--- config.mk ---
export PLATFORM = sky130hd
export DESIGN_NAME = alu_seq
export DESIGN_NICKNAME = d
export VERILOG_FILES = /design/src/rtl/alu_seq_pkg.sv /design/src/rtl/alu_mul_seq.sv /design/src/rtl/alu_seq.sv
export SDC_FILE = /design/constraint.sdc
export NUM_CORES = 1
export LEC_CHECK = 0
export CAP_MARGIN = 20
export CORE_MARGIN = 2
export CORE_UTILIZATION = 39
export DETAILED_ROUTE_END_ITERATION = 7
export DONT_BUFFER_PORTS = 1
export GPL_TIMING_DRIVEN = 0
export MAX_ROUTING_LAYER = met4
export SYNTH_ARGS = -nofsm -noshare
export SYNTH_HDL_FRONTEND = slang
export SYNTH_SLANG_ARGS = --single-unit
--- constraint.sdc ---
create_clock -name CLK -period 5.1 [get_ports CLK]
set_clock_uncertainty 0.2 [all_clocks]
set_input_delay 0.51 -clock CLK [delete_from_list [all_inputs] [get_ports CLK]]
set_output_delay 0.51 -clock CLK [all_outputs]
set_load 0.03 [all_outputs]
--- src/rtl/alu_seq_pkg.sv ---
`default_nettype none
// ============================================================================
// Module      : alu_seq_pkg
// Description : Opcodes, FSM state encoding and flag bit positions for alu_seq.
// Revision    : 1.0 - initial release
// ============================================================================
package alu_seq_pkg;

    localparam logic [2:0] OP_ADD = 3'd0;
    localparam logic [2:0] OP_SUB = 3'd1;
    localparam logic [2:0] OP_AND = 3'd2;
    localparam logic [2:0] OP_OR  = 3'd3;
    localparam logic [2:0] OP_XOR = 3'd4;
    localparam logic [2:0] OP_NOT = 3'd5;
    localparam logic [2:0] OP_SHL = 3'd6;
    localparam logic [2:0] OP_MUL = 3'd7;

    typedef enum logic [1:0] {
        ST_IDLE = 2'd0,
        ST_MUL  = 2'd1,
        ST_DONE = 2'd2
    } state_t;

    localparam int FLG_Z = 0;
    localparam int FLG_N = 1;
    localparam int FLG_C = 2;
    localparam int FLG_V = 3;

endpackage
`default_nettype wire

--- src/rtl/alu_mul_seq.sv ---
`default_nettype none
// ============================================================================
// Module      : alu_mul_seq
// Description : Iterative unsigned shift-add multiplier, one step per cycle.
// Revision    : 1.0 - initial release
// ============================================================================
module alu_mul_seq #(
    parameter int WIDTH = 16,
    parameter int SHW   = $clog2(WIDTH)
) (
    input  logic                 CLK,
    input  logic                 RST,
    input  logic                 START,
    input  logic [WIDTH-1:0]     A,
    input  logic [WIDTH-1:0]     B,
    output logic                 DONE,
    output logic [2*WIDTH-1:0]   PRODUCT
);

    localparam logic [SHW:0] c_last = (SHW+1)'(WIDTH);

    logic [WIDTH-1:0]   r_mcand;
    logic [2*WIDTH-1:0] r_prod;
    logic [SHW:0]       r_cnt;

    logic [WIDTH-1:0]   w_mcand;
    logic [2*WIDTH-1:0] w_base;
    logic [WIDTH:0]     w_sum;
    logic [2*WIDTH-1:0] w_step;

    // The start cycle already performs the first step so that the full
    // product is ready after WIDTH edges.
    always_comb begin
        w_mcand = START ? A : r_mcand;
        w_base  = START ? {{WIDTH{1'b0}}, B} : r_prod;
        w_sum   = {1'b0, w_base[2*WIDTH-1:WIDTH]} + (w_base[0] ? {1'b0, w_mcand} : '0);
        w_step  = {w_sum, w_base[WIDTH-1:1]};
    end

    always_ff @(posedge CLK or posedge RST) begin
        if (RST) begin
            r_mcand <= '0;
            r_prod  <= '0;
            r_cnt   <= '0;
        end else if (START) begin
            r_mcand <= A;
            r_prod  <= w_step;
            r_cnt   <= {{SHW{1'b0}}, 1'b1};
        end else if (r_cnt == c_last) begin
            r_cnt <= '0;
        end else if (r_cnt != '0) begin
            r_prod <= w_step;
            r_cnt  <= r_cnt + {{SHW{1'b0}}, 1'b1};
        end
    end

    assign DONE    = (r_cnt == c_last);
    assign PRODUCT = r_prod;

endmodule
`default_nettype wire

--- src/rtl/alu_seq.sv ---
`default_nettype none
// ============================================================================
// Module      : alu_seq
// Description : Registered valid/ready ALU with Z/N/C/V flags; MUL is built
//               only when ALU_SEQ_MUL_EN is defined.
// Revision    : 1.0 - initial release
// ============================================================================
module alu_seq
    import alu_seq_pkg::*;
#(
    parameter int WIDTH = 16,
    parameter int SHW   = $clog2(WIDTH)
) (
    input  logic             CLK,
    input  logic             RST,
    input  logic             IN_VALID,
    output logic             IN_READY,
    input  logic [2:0]       OP,
    input  logic [WIDTH-1:0] A,
    input  logic [WIDTH-1:0] B,
    output logic             OUT_VALID,
    input  logic             OUT_READY,
    output logic [WIDTH-1:0] R,
    output logic [3:0]       FLAGS,
    output logic             ERR,
    output logic             BUSY
);

    state_t           r_state;
    logic [WIDTH-1:0] r_res;
    logic [3:0]       r_flags;
    logic             r_err;

    logic             w_accept;
    logic [WIDTH:0]   w_sum;
    logic [WIDTH-1:0] w_res;
    logic             w_c;
    logic             w_v;
    logic             w_err;
    logic [3:0]       w_flags;

    assign IN_READY  = (r_state == ST_IDLE) || ((r_state == ST_DONE) && OUT_READY);
    assign w_accept  = IN_VALID && IN_READY;
    assign OUT_VALID = (r_state == ST_DONE);
    assign R         = r_res;
    assign FLAGS     = r_flags;
    assign ERR       = r_err;

    always_comb begin
        w_sum = '0;
        w_res = '0;
        w_c   = 1'b0;
        w_v   = 1'b0;
        w_err = 1'b0;
        case (OP)
            OP_ADD: begin
                w_sum = {1'b0, A} + {1'b0, B};
                w_res = w_sum[WIDTH-1:0];
                w_c   = w_sum[WIDTH];
                w_v   = (A[WIDTH-1] == B[WIDTH-1]) && (w_res[WIDTH-1] != A[WIDTH-1]);
            end
            OP_SUB: begin
                w_sum = {1'b0, A} + {1'b0, ~B} + {{WIDTH{1'b0}}, 1'b1};
                w_res = w_sum[WIDTH-1:0];
                w_c   = w_sum[WIDTH];
                w_v   = (A[WIDTH-1] != B[WIDTH-1]) && (w_res[WIDTH-1] != A[WIDTH-1]);
            end
            OP_AND: w_res = A & B;
            OP_OR:  w_res = A | B;
            OP_XOR: w_res = A ^ B;
            OP_NOT: w_res = ~A;
            OP_SHL: begin
                // Bit WIDTH of the widened shift is the last bit shifted out.
                w_sum = {1'b0, A} << B[SHW-1:0];
                w_res = w_sum[WIDTH-1:0];
                w_c   = w_sum[WIDTH];
            end
            default: begin
`ifndef ALU_SEQ_MUL_EN
                w_err = 1'b1;
`endif
            end
        endcase

        w_flags = '0;
        if (!w_err) begin
            w_flags[FLG_Z] = (w_res == '0);
            w_flags[FLG_N] = w_res[WIDTH-1];
            w_flags[FLG_C] = w_c;
            w_flags[FLG_V] = w_v;
        end
    end

`ifdef ALU_SEQ_MUL_EN
    logic                 w_mul_start;
    logic                 w_mul_done;
    logic [2*WIDTH-1:0]   w_mul_prod;
    logic [3:0]           w_mul_flags;

    assign w_mul_start = w_accept && (OP == OP_MUL);
    assign BUSY        = (r_state == ST_MUL);

    always_comb begin
        w_mul_flags        = '0;
        w_mul_flags[FLG_Z] = (w_mul_prod[WIDTH-1:0] == '0);
        w_mul_flags[FLG_N] = w_mul_prod[WIDTH-1];
        w_mul_flags[FLG_C] = |w_mul_prod[2*WIDTH-1:WIDTH];
    end

    alu_mul_seq #(
        .WIDTH (WIDTH),
        .SHW   (SHW)
    ) u_mul (
        .CLK     (CLK),
        .RST     (RST),
        .START   (w_mul_start),
        .A       (A),
        .B       (B),
        .DONE    (w_mul_done),
        .PRODUCT (w_mul_prod)
    );
`else
    assign BUSY = 1'b0;
`endif

    always_ff @(posedge CLK or posedge RST) begin
        if (RST) begin
            r_state <= ST_IDLE;
            r_res   <= '0;
            r_flags <= '0;
            r_err   <= 1'b0;
        end else if (w_accept) begin
`ifdef ALU_SEQ_MUL_EN
            if (OP == OP_MUL) begin
                r_state <= ST_MUL;
            end else begin
`else
            begin
`endif
                r_state <= ST_DONE;
                r_res   <= w_res;
                r_flags <= w_flags;
                r_err   <= w_err;
            end
        end
`ifdef ALU_SEQ_MUL_EN
        else if ((r_state == ST_MUL) && w_mul_done) begin
            r_state <= ST_DONE;
            r_res   <= w_mul_prod[WIDTH-1:0];
            r_flags <= w_mul_flags;
            r_err   <= 1'b0;
        end
`endif
        else if ((r_state == ST_DONE) && OUT_READY) begin
            r_state <= ST_IDLE;
        end
    end

endmodule
`default_nettype wire

Word level (Yosys, flattened, before mapping)
Index checks and enable logic that the tools add are counted.
{"block": "word_totals", "ff_bits": 23, "inputBits": 39, "out_inout_bits": 24, "elab_cells": 41}
{"block": "op_classes", "addsub": 3, "n_eq_ne": 11, "n_shift": 1, "n_mux": 7, "bitwise_logic": 5, "n_reduce_logical": 10}
{"operator": "$pmux 16 s7", "n": 1}
{"operator": "$add 16x16->17", "n": 2}
{"operator": "$not 16->16", "n": 2}
{"operator": "$add 17x1->17 const B", "n": 1}
{"operator": "$shl 16x4->17", "n": 1}
{"operator": "$and 16x16->16", "n": 1}
{"operator": "$logic_not 16->1", "n": 1}
{"operator": "$or 16x16->16", "n": 1}
{"operator": "$xor 16x16->16", "n": 1}
{"operator": "$eq 3x3->1 const B", "n": 3}
{"operator": "$reduce_or 7->1", "n": 1}
{"operator": "$eq 3x2->1 const B", "n": 2}
{"operator": "$logic_and 1x1->1", "n": 4}
{"operator": "$mux 2", "n": 2}
{"operator": "$mux 4", "n": 1}
{"operator": "$eq 3x1->1 const B", "n": 1}
{"operator": "$logic_not 3->1", "n": 1}
{"operator": "$ne 1x1->1", "n": 3}
{"operator": "$pmux 1 s3", "n": 1}
{"operator": "$eq 2x2->1 const B", "n": 1}
{"operator": "$logic_not 2->1", "n": 1}
{"operator": "$pmux 1 s2", "n": 1}
{"operator": "$reduce_bool 2->1", "n": 1}
{"operator": "$eq 1x1->1", "n": 1}
{"operator": "2 further kinds", "n": 2}

Depth between registers and ports, before layout
{"block": "logic_depth", "depth_word": 7, "depth_mapped": 14, "mapped_depth_nobuf": 13}

Worst setup path after synthesis
Ideal clock, no wire load.
{"block": "synth_path", "kind": "input to register", "start": "input B[3]", "end": "register r_res[14], in the netlist R[14]", "setup_ns": 0.125, "arrival_time_ns": 3.096, "t_required_ns": 4.775, "path_slack_ns": 1.679, "cell_stages": 12, "n_path_buf": 2, "cell_sequence": "clkbuf_1 > inv_1 > ha_1 > clkbuf_1 > o2111ai_1 > a2111oi_0 > o31ai_1 > a21boi_0 > o31ai_1 > xnor2_1 > o21ai_0 > mux2_2"}
{"block": "synth_between", "elab_chain_len": 4, "elab_cells_between_ends": 6, "classes_between": "add/sub (3); shift (1); mux (1); bitwise (1)"}
{"element": "start: declaration", "line_no": "alu_seq.sv:20", "text": "input logic [WIDTH-1:0] B,"}
{"element": "$not 16->16", "line_no": "alu_seq.sv:63", "text": "w_sum = {1'b0, A} + {1'b0, ~B} + {{WIDTH{1'b0}}, 1'b1};"}
{"element": "$add 16x16->17", "line_no": "alu_seq.sv:63"}
{"element": "$add 17x1->17", "line_no": "alu_seq.sv:63"}
{"element": "$pmux 16 s7 (*)", "line_no": "alu_seq.sv:55", "text": "case (OP)"}
{"element": "end signal: assignment", "line_no": "alu_seq.sv:141", "text": "r_res <= w_res;"}
{"element": "end: declaration", "line_no": "alu_seq.sv:30", "text": "logic [WIDTH-1:0] r_res;"}
Mark *: on every way between the ends. The rest lies on a longest branch, timed or not.
A chain may end at the register's enable or synchronous reset.

Final worst setup path
{"block": "layout_path", "start": "input B[3]", "end": "register r_flags[0], in the netlist FLAGS[0]"}
{"block": "layout_between", "elab_chain_len": 6, "elab_cells_between_ends": 11, "classes_between": "add/sub (3); shift (1); mux (2); bitwise (4); reduce/logical (1)"}
{"element": "$not 16->16", "line_no": "alu_seq.sv:63"}
{"element": "$add 16x16->17", "line_no": "alu_seq.sv:63"}
{"element": "$add 17x1->17", "line_no": "alu_seq.sv:63"}
{"element": "$pmux 16 s7 (*)", "line_no": "alu_seq.sv:55"}
{"element": "$logic_not 16->1 (*)", "line_no": "alu_seq.sv:87", "text": "w_flags[FLG_Z] = (w_res == '0);"}
{"element": "$mux 4 (*)", "line_no": "alu_seq.sv:86", "text": "if (!w_err) begin"}
{"element": "end signal: assignment", "line_no": "alu_seq.sv:142", "text": "r_flags <= w_flags;"}
{"element": "end: declaration", "line_no": "alu_seq.sv:31", "text": "logic [3:0] r_flags;"}
Marks and branches as above.

==> impl_metrics.yaml <==
cts:
  cts_resized: 0
  cts_hold_buffers: 0
  clockRootBuffer: "clkbuf_8"
  cts_buffer_depth: 2
  cts.clk_slew.worst_paths_ps: 70
  postCtsSetupBuffers: 0
  numCtsBuffers: 3
  clock_latency_ps: 260
  h-tree-depth: 1
  cts_tree: "yes"
  clock_sinks: 22
drt:
  wire_per_inst_um: 22.0
  routed_wirelength_um: 15300
  drt_drc_violations_left: 0
  final_antenna_net_count: 0
  drt-pass1-iter-count: 5
  drt_iter0_drc: 496
  via_per_inst: 6.54
  vias: 4549
sta:
  grt_setup_unrepaired: "no"
  finalHoldViolCount: 0
  period_needed_ps: 4410
  fmax_mhz: 227
  tightest_slew_ps: 1150
  relSlewSlack_pct: 22.1
  setup_viol: 0
  finalSetupTns_ps: 0
  maxSlewViolCount: 0
  fin_crit_sh_pct: 86.4
  hold_ws_ps: 72.6
  fin_ws_ps: 695
placement:
  post-dp-hpwl_um: 12300
  io_buffers: 0
  gp_congestion: 0.997
  dp_slack_ps: 633
  place_inst: 692
  dpl_cell_area_um2: 4350
synth:
  synth_area_leaders: "ha_1, dfrtp_1, a21oi_1"
  syn_nets: 647
  yosysSeqAreaShare_pct: 13.2
  synth_area_um2: 4180
  syn_inst: 556
  synthArstFlopShare_pct: 100
  synth_seq_cells: 22
  synth.largest_area_cell: "ha_1"
  synth_edf_count: 0
  yosysMostFrequentCell: "ha_1"
  syn_avg_cell_area_um2: 7.51
  synthTopCellsByCount: "ha_1, inv_1, a21oi_1"
  synth_warnings: 0
  yosys.cell_types.count: 67
  synthFlopType: "dfrtp_1"
  yosysTopAreaCellShare_pct: 15.0
grt:
  grt_use_met1_pct: 36.1
  grt-ovfl-total: 0
  first_global_vias: 4246
  antenna_found_initial: 0
  gr-usage-all-layers_pct: 26.8
  grt_max_degree: 23
  grt_pass1_wl_um: 23500
  busiest_layer: "met2"
  grt_use_met3_pct: 4.00
  grt_use_met2_pct: 41.2
floorplanning:
  io-pin-count: 63
  die_x_um: 107
  die-area_um2: 11600
  start_util_pct: 40.3
  rows: 37
  core_um2: 10400
  fp.dieH_um: 107
worst_setup_path:
  cp_slowest_stage_delay_ps: 980
  critical_path_class: "in -> reg"
  startpoint: "B[3]"
  slowest_stage: "o311ai_0"
  cp_cell_sequence: "clkbuf_1 -> inv_1 -> ha_1 -> clkbuf_1 -> a221oi_1 -> o311ai_0 -> a41oi_1 -> mux2i_1 -> xor2_1 -> a221oi_1 -> nand4_1 -> o21ai_1"
  critPathLaunchType: "input port"
  rr_startpoint: "r_state[1]$_DFFE_PP0P_"
  cp_max_fo: 10
  cp.arrival_ps: 4400
  end_kind: "flip-flop"
  critPathRequiredTime_ps: 5090
layout:
  drive_gt1_share_pct: 6.43
  final_cells: 696
  final_core_util_pct: 42.4
  fillers: 1076
  area_delta_synth_final_pct: 5.39
  antennaDiodeCount: 0
  design_area_um2: 4400
  nets: 652
power_and_ir_drop:
  powerDensity_nw_per_um2: 185
  p_leak_nw: 1.90
  peakVddDrop_mv: 0.152
  power.total_mw: 0.814
run_status:
  outcome: "completed"
hold_path:
  hold_path_class: "in -> async"
job:
  drv_cap: 0
## state kept, by name (all words and copies together), names as in the netlist
register / cells
ERR: 1
FLAGS: 4
R: 16
r_state: 1
## report_power, final
part / internal [mW] / leakage, nW / switching, mW
logic: 0.152 / 1.60 / 0.258
registers: 0.203 / 0.272 / 0.0808
clock network: 0.0687 / 0.0288 / 0.0516
## logic make-up after synthesis
kind of cell    after synthesis  synth area share, %
flops                        22                 13.2
compound gates              192                 32.2
other cells                   1               0.0898
simple gates                160                 18.7
buf+inv                      89                 8.24
mux                          30                 9.50
xor+xnor                     10                 2.10
fa+ha+maj                    52                 15.9
## routing by layer
metal / routed length, µm / part of all wire [%] / vias up
met3: 1780 / 12 / 30
met1: 6420 / 42 / 2159
li1: - / - / 2071
met4: 483 / 3.2 / 0
met2: 6620 / 43 / 289
met5: 0 / 0 / -
## worst paths after layout
kind / endpoint / slack, ps / depth (start not counted)
hold / removal: FLAGS[2]$_DFFE_PP0P_ / 70 / 1
setup reg to reg: FLAGS[0]$_DFFE_PP0P_ / 1860 / 9
max in group asynchronous: R[6]$_DFFE_PP0P_ / 4140 / 1
hold reg to reg: FLAGS[0]$_DFFE_PP0P_ / 490 / 2
setup / recovery: FLAGS[0]$_DFFE_PP0P_ / 690 / 12
min in group CLK: r_state[1]$_DFFE_PP0P_ / 170 / 1
## critical path: cells and delay by family
| kind | cells | cell delay, ps |
|---|---|---|
| AO/OA/AOI/OAI | 5 | 2070 |
| buffers and inverters | 3 | 960 |
| AND/OR/NAND/NOR | 1 | 150 |
| adder cells (fa/ha/maj) | 1 | 340 |
| XOR/XNOR | 1 | 130 |
| multiplexers | 1 | 230 |
## cells in the final DEF, fill, tap and decap left out, drive strengths merged, types with 5 or more instances in the layout
cell type,count
ha,50
inv,50
a21oi,47
nand2,46
nor2,43
clkbuf,32
o21ai,31
dfrtp,22
mux2i,16
nand3,12
a211oi,12
a221oi,11
nand2b,10
a221o,10
o221ai,10
buf,10
nor2b,8
o211ai,7
o22ai,7
mux4,7
mux2,7
nand4,7
nor3,6
xnor2,6
or3,5
o21bai,5
a31oi,5
o221a,5
## area by class of cell
class	instances	area (µm²)	area share, %
multi-input cells	445	3280	74.6
flip-flops and latches	22	551	12.5
inverters	51	191	4.35
well taps	136	170	3.87
plain buffers	38	153	3.47
clock buffers	4	55.1	1.25
No activity file was read; power rests on OpenSTA's default activity.
